`config.mk`:
```
export PLATFORM = sky130hd
export DESIGN_NAME = reg_write_ctrl
export DESIGN_NICKNAME = d
export VERILOG_FILES = /design/src/rtl/reg_write_ctrl.sv
export SDC_FILE = /design/constraint.sdc
export NUM_CORES = 1
export LEC_CHECK = 0
export CAP_MARGIN = 20
export CORE_AREA = 2 2 114 83
export DETAILED_ROUTE_END_ITERATION = 10
export DIE_AREA = 0 0 116 85
export PLACE_DENSITY_LB_ADDON = 0.3
export SLEW_MARGIN = 20
export SYNTH_ARGS = -nofsm -noshare
export SYNTH_HDL_FRONTEND = slang
export SYNTH_SLANG_ARGS = --single-unit
```
`constraint.sdc`:
```
create_clock -name CLK -period 2.7 [get_ports CLK]
set_clock_uncertainty 0.1 [all_clocks]
set_input_delay 0.54 -clock CLK [delete_from_list [all_inputs] [get_ports CLK]]
set_output_delay 0.54 -clock CLK [all_outputs]
set_load 0.02 [all_outputs]
```
`src/rtl/reg_write_ctrl.sv`:
```
// Write-port controller for the 32x32 register file: round-robin WB0/WB1 arbitration
// plus interrupt context save (PC, then RAND). Optional macro: REG_WRITE_X0_DROP_EN.
module reg_write_ctrl #(
    parameter int unsigned INT_PC_REG   = 30,
    parameter int unsigned INT_RAND_REG = 31
) (
    input  logic        CLK,
    input  logic        RESET,
    input  logic        WB0_REQ,
    input  logic [4:0]  WB0_ADDR,
    input  logic [31:0] WB0_DATA,
    output logic        WB0_GNT,
    input  logic        WB1_REQ,
    input  logic [4:0]  WB1_ADDR,
    input  logic [31:0] WB1_DATA,
    output logic        WB1_GNT,
    input  logic        INT_REQ,
    input  logic [31:0] INT_PC,
    input  logic [31:0] RAND_IN,
    output logic        INT_ACK,
    output logic        BUSY,
    output logic [31:0] RF_IN,
    output logic [4:0]  RF_INADDRESS,
    output logic        RF_WRITE_EN
);

    typedef enum logic [1:0] {
        IDLE,
        SAVE_RAND,
        WAIT_REL
    } state_e;

    state_e      state_q;
    logic        ptr_q;
    logic [31:0] hold_q;
    logic        ack_q;
    logic [31:0] rf_data_q;
    logic [4:0]  rf_addr_q;
    logic        rf_we_q;

    logic        arb_en;
    logic        gnt0;
    logic        gnt1;
    logic [4:0]  wb_addr_d;
    logic [31:0] wb_data_d;
    logic        wb_we_d;

    always_comb begin
        arb_en    = !RESET && (((state_q == IDLE) && !INT_REQ) || (state_q == WAIT_REL));
        // ptr_q=0 favours WB0 on contention, ptr_q=1 favours WB1
        gnt0      = arb_en && WB0_REQ && (!WB1_REQ || !ptr_q);
        gnt1      = arb_en && WB1_REQ && (!WB0_REQ || ptr_q);
        wb_addr_d = gnt1 ? WB1_ADDR : WB0_ADDR;
        wb_data_d = gnt1 ? WB1_DATA : WB0_DATA;
`ifdef REG_WRITE_X0_DROP_EN
        wb_we_d   = (gnt0 || gnt1) && (wb_addr_d != 5'd0);
`else
        wb_we_d   = gnt0 || gnt1;
`endif
    end

    always_ff @(posedge CLK) begin
        if (RESET) begin
            state_q   <= IDLE;
            ptr_q     <= 1'b0;
            hold_q    <= '0;
            ack_q     <= 1'b0;
            rf_data_q <= '0;
            rf_addr_q <= '0;
            rf_we_q   <= 1'b0;
        end else begin
            rf_we_q <= 1'b0;
            // Grants only occur in arbitrating states, so this never collides with the save writes below
            if (gnt0 || gnt1) begin
                rf_addr_q <= wb_addr_d;
                rf_data_q <= wb_data_d;
                rf_we_q   <= wb_we_d;
                ptr_q     <= gnt0;
            end
            case (state_q)
                IDLE: begin
                    if (INT_REQ) begin
                        rf_addr_q <= 5'(INT_PC_REG);
                        rf_data_q <= INT_PC;
                        rf_we_q   <= 1'b1;
                        hold_q    <= RAND_IN;
                        state_q   <= SAVE_RAND;
                    end
                end
                SAVE_RAND: begin
                    rf_addr_q <= 5'(INT_RAND_REG);
                    rf_data_q <= hold_q;
                    rf_we_q   <= 1'b1;
                    ack_q     <= 1'b1;
                    state_q   <= WAIT_REL;
                end
                WAIT_REL: begin
                    if (!INT_REQ) begin
                        ack_q   <= 1'b0;
                        state_q <= IDLE;
                    end
                end
                default: state_q <= IDLE;
            endcase
        end
    end

    assign WB0_GNT      = gnt0;
    assign WB1_GNT      = gnt1;
    assign INT_ACK      = ack_q;
    assign BUSY         = (state_q != IDLE);
    assign RF_IN        = rf_data_q;
    assign RF_INADDRESS = rf_addr_q;
    assign RF_WRITE_EN  = rf_we_q;

endmodule

```
* Yosys cells after proc, flatten, opt, wreduce, memory -nomap -nowiden
Index checks and enable logic that the tools add are counted.
Cells by class: multiply operators 0, multiplexer cells 16, bitwise logic cells 0, $lt $le $gt $ge 0, shift operators 0, eq/ne operators 4, reductions and logical operators 21, $add $sub $neg 0, divide/modulo/power cells 0
Operator list (number):
- $mux 32 | 3
- $pmux 32 s2 | 1
- $mux 5 | 3
- $pmux 5 s2 | 1
- $logic_and 1x1->1 | 6
- $pmux 2 s3 | 1
- $reduce_and 2->1 | 3
- $logic_not 1->1 | 5
- $logic_or 1x1->1 | 4
- $mux 2 | 2
- $ne 2x2->1 const B | 2
- $pmux 1 s2 | 2
- $reduce_bool 2->1 | 2
- $mux 1 | 3
- $eq 2x1->1 const B | 1
- $eq 2x2->1 const B | 1
- $logic_not 2->1 | 1
Storage, ports and cells: bits in latches 0, bits in writable memories 0, output and inout bits 42, logic and storage cells 48, memories kept 0, register bits after elaboration 74, bits of input ports 143, bits in read-only memories 0

* Depth between registers and ports, before layout
Gate-level depths: netlist (run 1).
word-level depth 10, depth in mapped cells 7, mapped depth without buffers 4

* Least setup slack after synthesis (run 1)
Ideal clock, no wire load.
kind input port to output port, start in RESET, end out WB0_GNT, stages on the path 4, slack 0.828 ns, arrival 1.232 ns, path buffers 1, cells stage by stage buf_4 -> nor2_1 -> o21ai_1 -> nor2_1
Between the ends: word-level cells in the longest chain between the ends 4
Ends and longest elaborated chain:
- start, declared | line 8 | input logic RESET,
- $logic_not 1->1 | line 49 | arb_en = !RESET && (((state_q == IDLE) && !INT_REQ) || (state_q == WAIT_REL));
- $logic_and 1x1->1 | line 49
- $logic_and 1x1->1 (2 in series) | line 51 | gnt0 = arb_en && WB0_REQ && (!WB1_REQ || !ptr_q);
- end, declared | line 12 | output logic WB0_GNT,
No other way between the ends.

* Worst setup path after layout (run 1)
start in WB1_REQ, end out WB0_GNT
Between the ends: word-level cells in the longest chain between the ends 3
Ends and longest elaborated chain:
- start, declared | line 13 | input logic WB1_REQ,
- $logic_not 1->1 | line 51
- $logic_or 1x1->1 | line 51
- $logic_and 1x1->1 | line 51
No other way between the ends.

==> summary.md, run 1 <==
| Metric | Value |
|---|---|
| Slew @ Worst Pin | `0.5405 ns` |
| Initial antenna violation count | `0` |
| Num CTS Buffers | `9` |
| Vias | `3781` |
| Placed Instances | `681` |
| Max Slew Vio Count | `0` |
| CP startpoint kind | `input pin` |
| Syn avg cell area | `8.768 µm²` |
| CP endpoint kind | `primary output` |
| Fin Setup TNS | `0 ns` |
| WP data required | `2.06 ns` |
| Rows | `29` |
| WL/cell | `17.08 µm` |
| Chip height | `85 µm` |
| Port bufs | `184` |
| CTS tree | `done` |
| 1st-iter DRT viols | `223` |
| DR WL met3 | `1.203 mm` |
| Placed cell area | `5380 µm²` |
| Post-route ant nets | `0` |
| Most common cell after layout, fill and taps aside | `clkdlybuf4s50_1` |
| Maximum clock rate | `383.2 MHz` |
| Grt ovf | `0` |
| Asr flop ratio synth | `0%` |
| Htree depth | `3` |
| Total power per unit cell area | `572.7 nW/µm²` |
| Post-Syn Nets | `535` |
| Num Clock Sinks | `74` |
| Most frequent cells in the layout | `182 x clkdlybuf4s50_1, 73 x dfxtp_1, 70 x nand2_1` |
| Cell Area, Synth | `3437 µm²` |
| Ports | `185` |
| Switching Fraction | `25.91%` |
| Distinct cells, synth | `30` |
| Final setup fails | `0` |
| Vias in the first global route | `3781` |
| DIE AREA | `9860 µm²` |
| Clock share of power | `38.1%` |
| HP Class | `flip-flop to flip-flop` |
| Clock Tree Buf Depth | `2` |
| Sequential power share | `37.9%` |
| Vias per cell | `5.432` |
| Internal cell power | `2.417 mW` |
| Combinational group share of total power | `23.9%` |
| Tcrit/Tclk final | `96.64%` |
| Switching power | `0.8451 mW` |
| Min Tclk post-route | `2.609 ns` |
| Worst EP arrival | `1.97 ns` |
| Slew HR | `63.93%` |
| Mapped Cells | `392` |
| Post-synth EDFFs | `0` |
| Detailed Place HPWL | `8.734 mm` |
| Worst-path fanout max | `5` |
| CP Class | `input pin to primary output` |
| RSZ-0062 raised after global routing | `no` |
| Yosys warning total | `0` |
| Setup Fix Bufs, Post-CTS | `0` |
| Syn-to-layout area delta | `65.71%` |
| Top FF cell, synth | `dfxtp_1` |
| GR Util All Layers | `23.95%` |
| Placer Congestion | `0.8504` |
| Pin count of the biggest net entering global routing | `46` |
| Status | `finished, final reports clean` |
| Non-filler cells, final | `696` |
| Worst-skew pair later-pin latency | `0.32 ns` |
| Core area | `8781 µm²` |
| Leakage power | `2.138 nW` |
| Drt pass-1 iters | `5` |
| Worst VDD drop | `0.3496 mV` |
| Highest metal used | `met4` |
| DRC Markers | `0` |
| # diodes | `0` |
| CTS root buffer | `clkbuf_16` |
| Final Hold Fails | `0` |
| Maxcap violations | `0` |
| Worst-path clk slew | `0.06 ns` |
| DRT met1 WL | `4.928 mm` |
| First-pass GRT wire length | `18.45 mm` |
| Seq/Total Area, Yosys | `43.10%` |
| Fin nets | `711` |
| Yosys reg bits | `74` |
| Starting Density | `39.14%` |
| Layout cell share with drive strength beyond 1 | `8.741%` |
| Final wirelength | `11.89 mm` |
| Met2 Routed Length | `5.642 mm` |
| Final instance area | `5695 µm²` |
| Die W | `116 µm` |
[sequential cells by signal, indices dropped and copies added, names as in the netlist]
signal / cells
INT_ACK: 1
RF_WRITE_EN: 1
hold_q: 32
ptr_q: 1
RF_IN: 32
RF_INADDRESS: 5
state_q: 2
[power by group through the flow]
| stage | Combinational [mW] | Sequential (mW) | Clock (mW) |
|---|---|---|---|
| 2_1_floorplan | 0.305 | 1.32 | 0 |
| 3_3_place_gp | 0.765 | 1.26 | 0 |
| 3_5_place_dp | 0.778 | 1.26 | 0 |
| 4_1_cts | 0.782 | 1.24 | 1.27 |
| 5_1_grt | 0.837 | 1.25 | 1.32 |
| 6_report | 0.781 | 1.24 | 1.24 |
[layout make-up]
cell class              count  area (µm²)
flip-flops and latches     74        1483
fillers                   754        3085
repair buffers            207        2012
clock buffers              10       229.0
well taps                 124       155.1
inverters                   3       11.26
multi-input cells         273        1725
clock inverters             5       80.08
[logic make-up (layout without fill, tap and decap cells)]
kind of cell | Yosys count | after routing | synth area share, %
AOI/OAI and AO/OA | 150 | 150 | 35.49
DFF | 74 | 74 | 43.10
and+or+nand+nor | 123 | 123 | 14.09
buffers and inverters | 45 | 225 | 7.317
[per-layer routing]
| layer | global-route usage (%) | vias up |
|---|---|---|
| met4 | 6.169 | 0 |
| li1 | - | 1820 |
| met2 | 42.21 | 176 |
| met3 | 7.286 | 13 |
| met1 | 28.42 | 1772 |
| met5 | 0 | - |
[critical path, cell delays in order]
cell and delay (ns):
clkdlybuf4s50_1 0.49, nand2_1 0.13, nand2_1 0.08, nor2_1 0.12
clkdlybuf4s50_1 0.61
[metrics by stage]
step | power (mW) | hold slack (ns) | utilization [%] | setup slack, ns
6_report | 3.262 | 0.3576 | 64.86 | 0.09070
5_1_grt | 3.400 | 0.3707 | 64.86 | 0.03660
4_1_cts | 3.286 | 0.3567 | 64.79 | 0.02356
3_5_place_dp | 2.037 | 0.3491 | 61.27 | 0.03039
3_3_place_gp | 2.020 | 0.3430 | 61.27 | 0.06576
2_1_floorplan | 1.623 | 0.3368 | - | 0.8275
[repair_timing]
action	4_1_cts	5_1_grt
endpoints found under the setup margin	0	2
hold buffers	0	0
resized for setup	0	2
[Yosys cell counts (all sizes together), types with 2 or more instances]
library cell   n  share of area [%]
dfxtp         74                 43
nand2         70                7.6
nor2          46                5.2
a32o          34                9.9
a21oi         33                4.8
a221o         32                9.3
a22oi         32                7.0
buf           30                5.7
clkbuf        12                1.3
a211oi         4                1.0
o21ai          4               0.69
inv            3               0.33
nor2b          3               0.55
o22ai          3               0.55
or2            3               0.55
a21boi         2               0.66
a31oi          2               0.36
[path summary, 6_finish.rpt]
check / startpoint / end / slack (ns) / cells after the start
max: WB1_REQ / WB0_GNT / 0.09 / 5
min: hold_q[8] / hold_q[8] / 0.36 / 2
max reg2reg: state_q[0] / RF_IN[23] / 0.68 / 6
min reg2reg: hold_q[8] / hold_q[8] / 0.36 / 2
(Power assumes the default switching activity.)
==> run 2, diff against run 1 <==
CTS_BUF_LIST = sky130_fd_sc_hd__clkbuf_4   (was default)
==> run 2 against run 1 <==
Compared with the run above: via count increased by 0.26%; count of clock-buffer cells in the layout unchanged; register-to-register slack got worse by 0.02 ns; sequential share of layout area increased by 0.72 points; die area unchanged; setup slack got worse by 0.011 ns; largest power group unchanged; wire length decreased by 1.0%; combinational power about the same; hold slack improved by 0.0068 ns; largest cell class unchanged; critical endpoint unchanged; sequential cell count unchanged; critical path depth unchanged.
==> summary.md, run 2 (same netlist as run 1, synthesis figures left out) <==
| Metric | Value |
|---|---|
| Status | `finished, final reports clean` |
| Worst setup margin | `0.07961 ns` |
| Detailed Place HPWL | `8.734 mm` |
| Rows | `29` |
| Clock share of power | `27.4%` |
| Htree depth | `3` |
| Combinational group share of total power | `28.1%` |
| Worst VDD drop | `0.2256 mV` |
| DRC Markers | `0` |
| Worst-path fanout max | `5` |
| Syn-to-layout area delta | `61.23%` |
| Placed Instances | `681` |
| Pin count of the biggest net entering global routing | `46` |
| Setup Fix Bufs, Post-CTS | `0` |
| Placed cell area | `5380 µm²` |
| Clock Tree Buf Depth | `2` |
| Layout cell share with drive strength beyond 1 | `8.916%` |
| Total power per unit cell area | `501.0 nW/µm²` |
| DIE AREA | `9860 µm²` |
| Worst-path clk slew | `0.12 ns` |
| Switching Fraction | `28.22%` |
| CP max stage cell | `clkdlybuf4s50_1` |
| WL/cell | `16.91 µm` |
| Num Clock Sinks | `74` |
| GR Util All Layers | `23.99%` |
| CP startpoint kind | `input pin` |
| First-pass GRT wire length | `18.43 mm` |
| Reg2Reg Depth | `6` |
| RSZ-0062 raised after global routing | `no` |
| Non-filler cells, final | `696` |
| Port bufs | `184` |
| Post-route ant nets | `0` |
| Min Tclk post-route | `2.620 ns` |
| Worst slack, placed | `0.03039 ns` |
| Chip height | `85 µm` |
| CP delay by family, top | `buffers and inverters` |
| Maxcap violations | `0` |
| Maximum clock rate | `381.6 MHz` |
| Most frequent cells in the layout | `182 x clkdlybuf4s50_1, 73 x dfxtp_1, 70 x nand2_1` |
| Vias in the first global route | `3787` |
| Crit-path max cell delay | `0.61 ns` |
| Most common cell after layout, fill and taps aside | `clkdlybuf4s50_1` |
| Vias | `3791` |
| Num CTS Buffers | `9` |
| R2R Path End | `RF_IN[23]` |
| Internal cell power | `1.993 mW` |
| Hold Crit Start | `hold_q[8]` |
| # hold bufs at CTS | `0` |
| CP Buf/Inv Count | `2` |
| Vias per cell | `5.447` |
| CP endpoint kind | `primary output` |
| Tcrit/Tclk final | `97.05%` |
| Fin Setup TNS | `0 ns` |
| Grt ovf | `0` |
| Worst EP arrival | `1.98 ns` |
| Switching power | `0.7835 mW` |
| Initial antenna violation count | `0` |
| Sequential power share | `44.5%` |
| CTS tree | `done` |
| WHS | `0.3644 ns` |
| Hold path endpoint | `hold_q[8]` |
| Slew @ Worst Pin | `0.5369 ns` |
| # diodes | `0` |
| Drt pass-1 iters | `5` |
| CP Class | `input pin to primary output` |
| Ports | `185` |
| Starting Density | `39.14%` |
| 1st-iter DRT viols | `176` |
| Final wirelength | `11.77 mm` |
| Worst Hold Path Cells | `2` |
| Final instance area | `5542 µm²` |
| WP data required | `2.06 ns` |
| Fin util | `63.11%` |
| HP Class | `flip-flop to flip-flop` |
| Worst path cell trace | `clkdlybuf4s50_1 -> nand2_1 -> nand2_1 -> nor2_1 -> clkdlybuf4s50_1` |
| Worst reg-to-reg setup slack | `0.66 ns` |
| Core area | `8781 µm²` |
| Max Slew Vio Count | `0` |
| Final Hold Fails | `0` |
| Slew HR | `64.17%` |
| Total power | `2.776 mW` |
| CTS root buffer | `clkbuf_4` |
| Leakage power | `2.072 nW` |
| Worst-skew pair later-pin latency | `0.41 ns` |
| Reg2reg start | `state_q[0]` |
| PostCTS Resize Cnt | `0` |
| Die W | `116 µm` |
| Final setup fails | `0` |
| Fin nets | `711` |
| Placer Congestion | `0.8504` |
## run 2: how the worst max path moves through the flow
| stage | end | start | slack (ns) | depth (start not counted) |
|---|---|---|---|---|
| floorplan | WB0_GNT | RESET | 0.83 | 4 |
| global placement | WB0_GNT | INT_REQ | 0.07 | 5 |
| detailed placement | WB1_GNT | INT_REQ | 0.03 | 5 |
| global route | WB0_GNT | WB1_REQ | 0.04 | 5 |
| CTS | WB1_GNT | WB0_REQ | 0.02 | 5 |
| finish | WB0_GNT | WB1_REQ | 0.08 | 5 |
## run 2: final cells by class
type	instances	area [µm²]
clock buffers	10	75.07
clock inverters	5	80.08
fillers	772	3239
inverters	3	11.26
multi-input cells	273	1725
flip-flops and latches	74	1483
well taps	124	155.1
repair buffers	207	2012
## run 2: power groups by stage
| stage | combinational, mW | clock, mW | sequential, mW |
|---|---|---|---|
| CTS | 0.781 | 0.793 | 1.24 |
| floorplan | 0.305 | 0 | 1.32 |
| global route | 0.837 | 0.832 | 1.25 |
| finish | 0.779 | 0.761 | 1.24 |
| global placement | 0.765 | 0 | 1.26 |
| detailed placement | 0.778 | 0 | 1.26 |
## run 2: routing by layer
layer	GRT usage (%)	wire length, µm	vias to the layer above
li1	-	-	1821
met1	27.80	4751	1773
met2	42.37	5653	184
met3	8.714	1258	13
met4	5.519	104	0
met5	0	0	-
## run 2: tightest hold or removal path, cell delays in order (launching register included)
cell and delay, ns:
dfxtp_1 0.33, nand2_1 0.05, a21oi_1 0.05
